<file path="src/rtl/dpmem_rr_arbiter.sv">
// rtl/dpmem_rr_arbiter.sv - two-port round-robin sequencer for a fixed-latency memory bank
module dpmem_rr_arbiter #(
    parameter int DATA_WIDTH = 8,
    parameter int ADDR_WIDTH = 4,
    parameter int WR_LATENCY = 4,
    parameter int RD_LATENCY = 5,
    parameter int CNT_WIDTH  = 16
) (
    input  logic                  clk,
    input  logic                  rst_n,
    input  logic                  req_a,
    input  logic                  wr_a,
    input  logic [ADDR_WIDTH-1:0] addr_a,
    input  logic [DATA_WIDTH-1:0] wdata_a,
    input  logic                  req_b,
    input  logic                  wr_b,
    input  logic [ADDR_WIDTH-1:0] addr_b,
    input  logic [DATA_WIDTH-1:0] wdata_b,
    output logic                  gnt_a,
    output logic                  gnt_b,
    output logic                  done_a,
    output logic                  done_b,
    output logic [DATA_WIDTH-1:0] rdata_a,
    output logic [DATA_WIDTH-1:0] rdata_b,
    output logic                  mem_en,
    output logic                  mem_wr,
    output logic [ADDR_WIDTH-1:0] mem_addr,
    output logic [DATA_WIDTH-1:0] mem_wdata,
    input  logic [DATA_WIDTH-1:0] mem_rdata,
    output logic                  busy,
    output logic [CNT_WIDTH-1:0]  rd_count,
    output logic [CNT_WIDTH-1:0]  wr_count
);

    typedef enum logic [1:0] {
        ST_IDLE,
        ST_ISSUE,
        ST_WAIT,
        ST_DONE
    } state_t;

    // The wait counter holds LAT-1 down to 0, so LAT up to 15 fits in four bits.
    localparam logic [3:0] WR_LOAD = 4'(WR_LATENCY - 1);
    localparam logic [3:0] RD_LOAD = 4'(RD_LATENCY - 1);

    state_t     state;
    state_t     state_next;
    logic [3:0] cnt;
    logic       owner_b;   // 1 when B owns the current transaction
    logic       last_b;    // 1 when the most recent grant went to B
    logic       grant;
    logic       win_b;

    // State register.
    always_ff @(posedge clk) begin
        if (!rst_n) begin
            state <= ST_IDLE;
        end else begin
            state <= state_next;
        end
    end

    // Next state, grant decision and round-robin winner (on a tie the port not granted last wins).
    always_comb begin
        state_next = state;
        grant      = 1'b0;
        win_b      = req_b && (!req_a || !last_b);
        case (state)
            ST_IDLE: begin
                if (req_a || req_b) begin
                    state_next = ST_ISSUE;
                    grant      = 1'b1;
                end
            end
            ST_ISSUE: state_next = ST_WAIT;
            ST_WAIT: begin
                if (cnt == 4'd0) begin
                    state_next = ST_DONE;
                end
            end
            ST_DONE:  state_next = ST_IDLE;
            default:  state_next = ST_IDLE;
        endcase
    end

    // Registered outputs: capture at grant, strobe the bank, time the access, report completion.
    always_ff @(posedge clk) begin
        if (!rst_n) begin
            gnt_a     <= 1'b0;
            gnt_b     <= 1'b0;
            done_a    <= 1'b0;
            done_b    <= 1'b0;
            rdata_a   <= '0;
            rdata_b   <= '0;
            mem_en    <= 1'b0;
            mem_wr    <= 1'b0;
            mem_addr  <= '0;
            mem_wdata <= '0;
            busy      <= 1'b0;
            rd_count  <= '0;
            wr_count  <= '0;
            cnt       <= 4'd0;
            owner_b   <= 1'b0;
            last_b    <= 1'b1;
        end else begin
            mem_en <= 1'b0;
            done_a <= 1'b0;
            done_b <= 1'b0;
            case (state)
                ST_IDLE: begin
                    if (grant) begin
                        owner_b   <= win_b;
                        last_b    <= win_b;
                        gnt_a     <= !win_b;
                        gnt_b     <= win_b;
                        busy      <= 1'b1;
                        mem_en    <= 1'b1;
                        mem_wr    <= win_b ? wr_b : wr_a;
                        mem_addr  <= win_b ? addr_b : addr_a;
                        mem_wdata <= win_b ? wdata_b : wdata_a;
                    end
                end
                ST_ISSUE: begin
                    cnt <= mem_wr ? WR_LOAD : RD_LOAD;
                end
                ST_WAIT: begin
                    if (cnt == 4'd0) begin
                        done_a <= !owner_b;
                        done_b <= owner_b;
                        if (!mem_wr) begin
                            if (owner_b) begin
                                rdata_b <= mem_rdata;
                            end else begin
                                rdata_a <= mem_rdata;
                            end
                        end
                    end else begin
                        cnt <= cnt - 4'd1;
                    end
                end
                ST_DONE: begin
                    gnt_a <= 1'b0;
                    gnt_b <= 1'b0;
                    busy  <= 1'b0;
                    if (mem_wr) begin
                        if (wr_count != '1) begin
                            wr_count <= wr_count + 1'b1;
                        end
                    end else begin
                        if (rd_count != '1) begin
                            rd_count <= rd_count + 1'b1;
                        end
                    end
                end
                default: begin
                end
            endcase
        end
    end

endmodule
</file>
<file path="config.mk">
export PLATFORM = sky130hd
export DESIGN_NAME = dpmem_rr_arbiter
export DESIGN_NICKNAME = d
export VERILOG_FILES = /design/src/rtl/dpmem_rr_arbiter.sv
export SDC_FILE = /design/constraint.sdc
export NUM_CORES = 1
export LEC_CHECK = 0
export BUFFER_PORTS_ARGS = -buffer_cell sky130_fd_sc_hd__buf_2
export CELL_PAD_IN_SITES_DETAIL_PLACEMENT = 1
export CELL_PAD_IN_SITES_GLOBAL_PLACEMENT = 2
export CORE_MARGIN = 4
export CORE_UTILIZATION = 32
export DETAILED_ROUTE_END_ITERATION = 7
export PLACE_DENSITY_LB_ADDON = 0.1
export RECOVER_POWER = 25
export SETUP_SLACK_MARGIN = 0.2
export SYNTH_ARGS = -nofsm -noshare
export SYNTH_HDL_FRONTEND = slang
export SYNTH_SLANG_ARGS = --single-unit
</file>
<file path="constraint.sdc">
create_clock -name clk -period 4.58 [get_ports clk]
set_input_delay 0.916 -clock clk [delete_from_list [all_inputs] [get_ports clk]]
set_output_delay 0.916 -clock clk [all_outputs]
set_load 0.02 [all_outputs]
</file>
* Word level (Yosys, flattened, before mapping)
Cells that the tools add are included.
** Storage, ports and cells
- Input bits :: 38
- Logic and storage cells :: 70
- Register bits :: 75
** Cells by class
- Mux-type cells :: 18
- Bitwise operators :: 2
- Reduce and logical (&&, ||, !) cells :: 21
- Add/sub/neg operators :: 3
- Equal/unequal tests :: 9
** Operator list (number)
- adder 16 x 1 -> 16 bit, second input constant :: 2
- != test 16 bit, second input constant :: 2
- AND reduction 2 bit :: 5
- AND reduction 3 bit :: 3
- two-way mux 4 bit :: 2
- two-way mux 8 bit :: 1
- != test 2 bit, second input constant :: 4
- one-hot mux 2 bit (4 select lines) :: 1
- one-hot mux 4 bit (2 select lines) :: 1
- AND reduction 4 bit :: 2
- two-way mux 1 bit :: 7
- one-hot mux 1 bit (2 select lines) :: 3
- equality test 2 bit, second input constant :: 2
- logical NOT 1 bit :: 4
- logical NOT 4 bit :: 1
- two-way mux 2 bit :: 2
- nonzero test 2 bit :: 2
- subtractor 4 x 1 -> 4 bit, second input constant :: 1
- two-way mux 3 bit :: 1
- equality test 2 x 1 -> 1 bit, second input constant :: 1
- logical NOT 2 bit :: 1
- logical OR 1 bit :: 2
- NOT 1 bit :: 2
- logical AND 1 bit :: 1

* Depth between registers and ports, before layout
Gate-level depths: netlist of run 1.
- Depth in word-level cells :: 6
- Mapped depth :: 8

* Least setup slack after synthesis of run 1
No wires, ideal clock.
- Path kind :: input-to-reg
- Start point :: input port req_b
- End point :: register mem_addr[0]
- Required time :: 4.443 ns
- Setup time :: 0.137 ns
- Arrival :: 1.789 ns
- Path buffers :: 2
- Path slack :: 2.654 ns
- Cell stages on the path :: 5
- Cell sequence :: a21boi_0 -> buf_2 -> buf_2 -> mux2i_1 -> a211oi_1
** Between the ends
- Longest elaborated chain between the ends :: 4
- Elaborated cells between the ends (all ways) :: 6
** Ends and longest elaborated chain
- start: declaration :: RTL line 15 : input logic req_b,
- logical OR 1 bit :: RTL line 70 : if (req_a || req_b) begin
- two-way mux 1 bit :: RTL line 70
- two-way mux 1 bit :: RTL line 68 : case (state)
- AND reduction 2 bit (no source line)
- end signal: assignment :: RTL line 119 : mem_addr <= win_b ? addr_b : addr_a;
- end: declaration :: RTL line 27 : output logic [ADDR_WIDTH-1:0] mem_addr,
Several ways; a longest one is shown, not always the timed one.
A chain may end at the register's enable or synchronous reset.

* Worst setup path in the final report of run 1
- Start point :: register state[0]
- End point :: register wr_count[15]
** Between the ends
- Longest elaborated chain between the ends :: 2
** Ends and longest elaborated chain
- start: declaration :: RTL line 46 : state_t state;
- start signal: assignment :: RTL line 59 : state <= state_next;
- equality test 2 bit :: RTL line 109 : case (state)
- AND reduction 3 bit (no source line)
- end signal: assignment :: RTL line 147 : wr_count <= wr_count + 1'b1;
- end: declaration :: RTL line 32 : output logic [CNT_WIDTH-1:0] wr_count
No other way between the ends.

==> results of run 1 <==
[final timing paths]
kind | start | end | slack, ps | depth (start not counted)
max | state[0] | wr_count[15] | 2270 | 5
min | rdata_a[4] | rdata_a[4] | 500 | 2
max reg2reg | state[0] | wr_count[15] | 2270 | 5
min reg2reg | rdata_a[4] | rdata_a[4] | 500 | 2
[cells in the mapped netlist, types with 2 or more instances]
library cell | count | area (µm²)
a21oi_1 | 24 | 120
nor2_1 | 47 | 176
clkbuf_1 | 13 | 48.8
o31ai_1 | 10 | 75.1
nand2_1 | 20 | 75.1
nor4_1 | 3 | 18.8
and4_1 | 3 | 26.3
o21ai_0 | 13 | 65.1
a21boi_0 | 2 | 15.0
a32oi_1 | 3 | 26.3
or3_1 | 8 | 50.1
dfxtp_1 | 75 | 1500
mux2i_1 | 35 | 350
a211oi_1 | 17 | 128
nand3_1 | 16 | 80.1
nand4_1 | 7 | 43.8
nor3_1 | 9 | 45.0
nand2b_1 | 5 | 31.3
inv_1 | 12 | 45.0
o41ai_1 | 5 | 43.8
ha_1 | 8 | 100
buf_2 | 5 | 25.0
and3_1 | 5 | 31.3
a31oi_1 | 5 | 31.3
or4_1 | 13 | 97.6
o311ai_0 | 2 | 17.5
a22oi_1 | 2 | 15.0
[worst min-delay path, stage by stage (launching register included)]
cell and delay (ps):
dfxtp_1 340, mux2i_1 60, nor2_1 70
[final cells by class]
type	instances	area (µm²)	area share (%)
clock buffer	10	128	3.02
clock inverter	6	48.8	1.16
inverter	13	48.8	1.16
multi-input combinational	280	1850	43.7
sequential	75	1500	35.5
tap	136	170	4.03
timing repair buffer	104	480	11.4
[layout by cell type (no fill, tap or decap), drive strengths merged, types with 2 or more instances in the layout]
master    Yosys  final
a21oi        24     24
clkinvlp      0      3
a22oi         2      2
or3           8      8
nor4          5      5
o41ai         5      5
nand3        17     17
buf           7     72
nand2b        5      5
mux2i        35     35
and4          3      3
nor2         47     47
a211oi       17     17
nand4         8      8
dfxtp        75     75
or3b          2      2
inv          13     15
o31ai        10     10
ha            8      8
o21ai        13     13
o311ai        2      2
and3          5      5
nand2        20     20
a31oi         5      5
clkbuf       13     42
a21boi        2      2
nor3          9      9
a32oi         3      3
or4          13     13
[per-stage QoR]
stage / util (%) / hold slack, ps / setup WS (ps) / power (µW) / std cells
after CTS: 40.8 / 506 / 2280 / 1950 / 624
after detailed placement: 39.1 / 481 / 1900 / 1470 / 608
final: 40.4 / 502 / 2270 / 1900 / 624
after global placement: 39.1 / 475 / 1960 / 1450 / 608
after floorplan: - / 481 / 2650 / 1290 / 388
after global routing: 40.4 / 522 / 2100 / 2050 / 624
[sequential cells by signal, summed over array words and instances (netlist names), 2 cells and up]
register,flops
rdata_b,8
rd_count,16
mem_wdata,8
rdata_a,8
cnt,4
mem_addr,4
state,2
wr_count,16
[layer usage]
| metal | vias up | track usage, % | share of wire, % |
|---|---|---|---|
| met1 | 1600 | 18.4 | 45 |
| li1 | 1634 | - | - |
| met4 | 0 | 3.37 | 0.81 |
| met3 | 6 | 4.20 | 4.0 |
| met2 | 63 | 28.0 | 51 |
| met5 | - | 0 | 0 |
[power breakdown]
part           total [µW]  switching, µW  internal (µW)
registers             822           72.8            749
clock network         463            262            202
logic                 613            395            217
[cell families after synthesis]
| group | Yosys count | share of synthesized area, % |
|---|---|---|
| buf+inv | 33 | 3.85 |
| flops | 75 | 43.2 |
| mux | 35 | 10.1 |
| compound gates | 89 | 17.0 |
| fa+ha+maj | 8 | 2.88 |
| simple gates | 148 | 23.1 |
==> run metrics, run 1 <==
post-CTS setup buffers 0; Netlist cell types 48; Critical Path End Type register; Longest Clk Path Bufs 2; Max Fclk 432 MHz; synthesized instance count 388; Post-Syn Area per Cell between 8 and 9 µm²; clock transition at the registers of the reported paths around 90 ps; share of cells above drive strength 1 about 20%; gr usage total 15.5%; CTS Hold Bufs 0; die area approximately 13000 µm²; # fillers between 1000 and 1500; # resized after CTS 0; initial antenna violation count 0; family with the most delay on the worst path simple AND/OR/NAND/NOR gates; gpl congestion slightly below 0.8; placed standard-cell area between 4000 and 5000 µm²; Layout area overhead 21.4%; WP data required between 4000 and 5000 ps; Clk Tree Root Cell clkbuf_8; core area 10500 µm²; CTS sink cnt 75; status finished clean; fin. max-slew vios 0; Max Cap Viol 0; number of global-route vias before repair ~3400; min Tclk post-route between 2000 and 2500 ps; number of placement rows 37; First-pass DRT Iterations 5; RSZ-0062 raised after global routing false; Critical Path Start Type register; Most used DFF post-synth dfxtp_1; worst-margin pin slew around 1100 ps; slew margin rel. between 20 and 30%; Worst-Skew Late Latency about 340 ps; worst-path cell chain ha_1, nand4_1, or3_1, o311ai_0, o41ai_1; number of port buffers approximately 100; Starting Density around a third; Final Cell Area about 4200 µm²; Leakage around 0.0016 µW; CTS tree yes; Mapped Nets about 430; ratio of final minimum period to clock period between 50 and 60%; routed len/inst about 15 µm; Power Dens Cells 449 nW/µm²; critical path's slowest cell or3_1; VDD IR max roughly 0.00020 V; Final Skew 14.0 ps; Netlist Area Pre-Place 3480 µm²; final setup TNS 0 ps; DR vias between 3000 and 4000; Die H around 110 µm; Min-Delay Path Class reg -> reg; final layout net count ~530; I/O pins about 110; Crit Path Max Fanout 10; Max H-tree Level 3; YS warnings 0; number of synthesized register bits between 70 and 80; first-pass GRT wire length 16400 µm; initial DRC count between 100 and 150; final setup fails 0; Crit path arrival time 2500 ps; vias per cell 5.29; DRC 0; Buf/Inv on CP 0; final wirelength 9620 µm; Crit Path Class reg -> reg; CP max stage delay around 550 ps; Inserted Diodes 0; global route overflow 0; Die Span X ~110 µm; number of synthesized flops with an enable pin 0; antenna viol nets, final 0; asr flop ratio synth 0%; DPL Wire Length 6830 µm; Num CTS Buffers 9; final hold violation count 0; sequential share of the synthesized area a little over two fifths; pin count of the biggest net entering global routing 64
No activity file was read; power rests on OpenSTA's default activity.
==> run 2: changes to the inputs <==
Settings changed: CORE_UTILIZATION 32 to 30.
Clock period 4.58 ns to 2.4 ns, I/O delays scaled along.
==> run 2 against run 1 <==
  * Sequential share of layout area down 2.1 points
  * Utilization down 0.90 points
  * Cell count up 3.0%
  * Clock power rose to 3.1 times the previous value
  * Clock-buffer cell count unchanged
  * Critical path type unchanged
==> run metrics, run 2 (synthesis results as in run 1) <==
placed standard-cell area 4210 µm² (was 4090 µm²); VDD IR max 0.000429 V (was 0.000196 V); most frequent cells in the layout 75 x dfxtp_1, 72 x buf_2, 47 x nor2_1, 35 x mux2i_1, 32 x clkbuf_1 (was 75 x dfxtp_1, 72 x buf_2, 47 x nor2_1, 35 x mux2i_1, 33 x clkbuf_1); final wirelength 10300 µm (was 9620 µm); Starting Density 30.6% (was 33.2%); core area 11400 µm² (was 10500 µm²); Num CTS Buffers 9 (unchanged); antenna viol nets, final 0 (unchanged); initial antenna violation count 0 (unchanged); CTS Hold Bufs 0 (unchanged); Critical Path End Type register (unchanged); Worst-Skew Late Latency 330 ps (was 340 ps); post-layout util 39.5% (was 40.4%); gpl congestion 0.741 (was 0.777); status finished clean (unchanged); Layout area overhead 29.0% (was 21.4%); Inserted Diodes 0 (unchanged); CTS tree yes (unchanged); CTS sink cnt 75 (unchanged); Critical Path Start Type register (unchanged); die area 13400 µm² (was 12600 µm²); slew margin rel. 59.2% (was 25.8%); post-CTS setup buffers 0 (unchanged); top flop regs rd_count (16), wr_count (16) (unchanged); Leakage 0.00178 µW (was 0.00164 µW); clock transition at the registers of the reported paths 60 ps (was 90 ps); DR vias 3422 (was 3303); routed len/inst 16.1 µm (was 15.4 µm); share of cells above drive strength 1 22.2% (was 19.7%); DPL Wire Length 7540 µm (was 6830 µm); WP data required 2660 ps (was 4770 ps); final hold violation count 0 (unchanged); Final Skew 3.52 ps (was 14.0 ps); number of port buffers 104 (unchanged); commonest non-fill, non-tap cell in the layout dfxtp_1 (unchanged); Final Cell Area 4490 µm² (was 4220 µm²); First-pass DRT Iterations 5 (unchanged); Die Span X 116 µm (was 112 µm); RSZ-0062 raised after global routing false (unchanged); hold slack 395 ps (was 502 ps); first-pass GRT wire length 17100 µm (was 16400 µm); final setup TNS 0 ps (unchanged); Max Cap Viol 0 (unchanged); final setup fails 0 (unchanged); worst-margin pin slew 610 ps (was 1110 ps); Die H 116 µm (was 112 µm); I/O pins 105 (unchanged); number of global-route vias before repair 3435 (was 3399); final layout net count 542 (was 529); pin count of the biggest net entering global routing 30 (was 64); gr usage total 15.9% (was 15.5%); number of placement rows 39 (was 37); global route overflow 0 (unchanged); Clk Tree Root Cell clkbuf_16 (was clkbuf_8); Tot Pwr 4240 µW (was 1900 µW); Crit path arrival time 2290 ps (was 2500 ps); min Tclk post-route 2020 ps (was 2310 ps); Longest Clk Path Bufs 2 (unchanged); Min-Delay Path Class in -> reg (was reg -> reg); vias per cell 5.32 (was 5.29); Max H-tree Level 3 (unchanged); ratio of final minimum period to clock period 84.3% (was 50.5%); Crit Path Class reg -> reg (unchanged); DRC 0 (unchanged); Max Fclk 494 MHz (was 432 MHz); Power Dens Cells 945 nW/µm² (was 449 nW/µm²); initial DRC count 178 (was 114); fin. max-slew vios 0 (unchanged); Crit Path Max Fanout 10 (unchanged)
-- run 2: cell count changes in the layout (fill, tap and decap cells not counted), sizes merged --
cell,before,now
clkinv,1,2
buf,72,85
bufinv,0,2
clkinvlp,3,1
inv,15,13
-- run 2: timing repair --
| item | 4_1_cts | 5_1_grt |
|---|---|---|
| endpoints found under the setup margin | 0 | 11 |
| hold endpoints to repair | 0 | 0 |
| resized for setup | 0 | 2 |
-- run 2: area by class of cell --
| cell class | count | area [µm²] |
|---|---|---|
| inverters | 13 | 48.8 |
| well taps | 143 | 179 |
| fillers | 1353 | 6880 |
| multi-input cells | 280 | 1850 |
| flip-flops and latches | 75 | 1500 |
| clock inverters | 5 | 77.6 |
| repair buffers | 117 | 591 |
| clock buffers | 10 | 239 |
-- run 2: worst paths after layout --
path | startpoint | end | slack, ps | cells after the start
max | state[0] | rd_count[7] | 380 | 5
min | mem_rdata[0] | rdata_b[0] | 390 | 3
max reg2reg | state[0] | rd_count[7] | 380 | 5
min reg2reg | mem_addr[1] | mem_addr[1] | 500 | 2
-- run 2: metal layers --
metal / part of all wire (%) / track usage [%]
met5: 0 / 0
met4: 1.8 / 5.49
met3: 4.7 / 3.81
met2: 48 / 27.0
met1: 45 / 19.8
-- run 2: per-stage QoR --
step	instances	setup WS (ps)
after global placement	628	401
final	643	376
after CTS	643	249
after global routing	643	201
after detailed placement	628	309
after floorplan	388	476
-- run 2: worst max-delay path, stage by stage, from the launching register on --
cell and delay (ps):
dfxtp_1 380, ha_2 330, and4b_1 340, nand2_1 220
or4_1 530, a21oi_1 160
-- run 2: power by group --
group	leakage [µW]	switching, µW	internal (µW)
logic	0.00102	769	448
registers	0.000610	140	1430
clock network	0.000154	523	929
==> run 3: changes to the inputs <==
Settings changed: CORE_UTILIZATION 30 to 27.
Clock period 2.4 ns to 1.7 ns, I/O delays scaled along.
==> run 3 against run 2 <==
  * Sequential share of layout area fell by 5.5 points
  * Cell count is 14% higher
  * Utilization grew 5.3 points
  * Hold slack got worse by 140 ps
  * Clock skew grew 5.0 ps
  * Cell area increased by 26%
  * First-iteration DRC count shrank 15%
  * Critical path depth up 2
  * Global-route usage decreased by 0.53 points
  * Clock-buffer cell count is 1 higher
  * Via count increased by 7.5%
  * Die area increased by 10%
==> run metrics, run 3 (synthesis results as in run 1) <==
Max H-tree Level 3 (unchanged); ratio of final minimum period to clock period 98.9% (was 84.3%); DPL Wire Length 7920 µm (was 7540 µm); fin. max-slew vios 0 (unchanged); Final Cell Area 5650 µm² (was 4490 µm²); CTS Hold Bufs 0 (unchanged); global route overflow 0 (unchanged); Leakage 0.00226 µW (was 0.00178 µW); reg2reg path depth 7 (was 5); antenna viol nets, final 0 (unchanged); Crit Path Max Fanout 8 (was 10); RSZ-0062 raised after global routing true (was false); worst-margin pin slew 319 ps (was 610 ps); placed cell count 677 (was 628); commonest non-fill, non-tap cell in the layout buf_2 (was dfxtp_1); core area 12600 µm² (was 11400 µm²); first-pass GRT wire length 18100 µm (was 17100 µm); Inserted Diodes 0 (unchanged); Longest Clk Path Bufs 2 (unchanged); Clk Tree Root Cell clkbuf_16 (unchanged); WP data required 1920 ps (was 2660 ps); gpl congestion 0.789 (was 0.741); initial DRC count 151 (was 178); Worst-Skew Late Latency 340 ps (was 330 ps); critical path's slowest cell or3b_4 (was or4_1); number of global-route vias before repair 3660 (was 3435); post-layout worst setup margin 19.3 ps (was 376 ps); final setup fails 0 (unchanged); vias per cell 5.00 (was 5.32); hold slack 259 ps (was 395 ps); Critical Path Start Type register (unchanged); final hold violation count 0 (unchanged); CP max stage delay 400 ps (was 530 ps); Starting Density 27.6% (was 30.6%); clock transition at the registers of the reported paths 60 ps (about the same); initial antenna violation count 0 (unchanged); VDD IR max 0.000528 V (was 0.000429 V); min Tclk post-route 1680 ps (was 2020 ps); I/O pins 105 (unchanged); most frequent cells in the layout 73 x buf_2, 55 x buf_4, 46 x dfxtp_1, 43 x nor2_1, 35 x mux2i_1 (was 75 x dfxtp_1, 72 x buf_2, 47 x nor2_1, 35 x mux2i_1, 32 x clkbuf_1); Num CTS Buffers 9 (unchanged); worst-path cell chain inv_2, ha_4, or3b_4, nor4_4, buf_12, mux2i_1, nor2_1 (was ha_2, and4b_1, nand2_1, or4_1, a21oi_1); Max Cap Viol 0 (unchanged); First-pass DRT Iterations 4 (was 5); placed standard-cell area 4600 µm² (was 4210 µm²); Max Fclk 595 MHz (was 494 MHz); status finished clean (unchanged); top flop regs rd_count (16), wr_count (16) (unchanged); Layout area overhead 62.3% (was 29.0%); Final Skew 8.53 ps (was 3.52 ps); CTS sink cnt 75 (unchanged); slew margin rel. 78.7% (was 59.2%); hold path depth 3 (unchanged); Cell Count, Final, Fillers Out 736 (was 643); Critical Path End Type register (unchanged); Die H 122 µm (was 116 µm); routed len/inst 16.3 µm (was 16.1 µm); die area 14800 µm² (was 13400 µm²); Min-Delay Path Class in -> reg (unchanged); DR vias 3678 (was 3422); Placement Setup Slack -37.1 ps (was 309 ps); pin count of the biggest net entering global routing 28 (was 30); number of placement rows 41 (was 39); gr usage total 15.3% (was 15.9%); final layout net count 605 (was 542); DRC 0 (unchanged); Power Dens Cells 1220 nW/µm² (was 945 nW/µm²); Die Span X 122 µm (was 116 µm); Crit Path Class reg -> reg (unchanged); final wirelength 12000 µm (was 10300 µm); number of port buffers 104 (unchanged); Tot Pwr 6860 µW (was 4240 µW); share of cells above drive strength 1 48.9% (was 22.2%); Crit path arrival time 1900 ps (was 2290 ps); CTS tree yes (unchanged)
-- run 3: report_power, final --
part           switching (µW)  leakage, µW  internal, µW
Clock                     769     0.000150          1170
Sequential                220     0.000629          2030
Combinational            1420      0.00148          1260
Total                    2410      0.00226          4460
-- run 3: layout make-up --
type,instances,area (µm²)
Tap cell,172,215
Multi-Input combinational cell,282,2350
Clock buffer,11,243
Fill cell,1494,6970
Clock inverter,5,51.3
Inverter,13,53.8
Timing Repair Buffer,178,1150
Sequential cell,75,1580
-- run 3: worst paths after layout --
kind,start,end,slack [ps]
hold / removal,mem_rdata[1],rdata_b[1],260
setup / recovery,cnt[1],rdata_a[0],20
setup reg to reg,cnt[1],rdata_a[0],20
hold reg to reg,wr_count[11],wr_count[11],490
-- run 3: through the flow --
stage	utilization [%]	TNS [ps]
floorplan	-	-416
global placement	36.5	-3.33
detailed placement	36.5	-137
CTS	41.4	0
global route	44.7	-496
finish	44.7	0
-- run 3: worst max-delay path, delay by kind of cell, from the launching register on --
kind | cells | cell delay (ps)
fa+ha+maj | 1 | 130
buf+inv | 2 | 260
flops | 1 | 320
mux | 1 | 180
simple gates | 3 | 670
-- run 3: layer usage --
metal	vias to the layer above	routed length, µm	global-route usage, %
li1	1806	-	-
met1	1786	5300	19.6
met2	71	6080	25.1
met3	15	430	2.84
met4	0	208	7.07
met5	-	0	0
-- run 3: repair_timing --
item | in CTS | in global routing
buffers inserted | 27 | 11
pin swaps | 20 | 40
resized for setup | 26 | 82
setup endpoints to repair | 48 | 62
cloned | 1 | 4
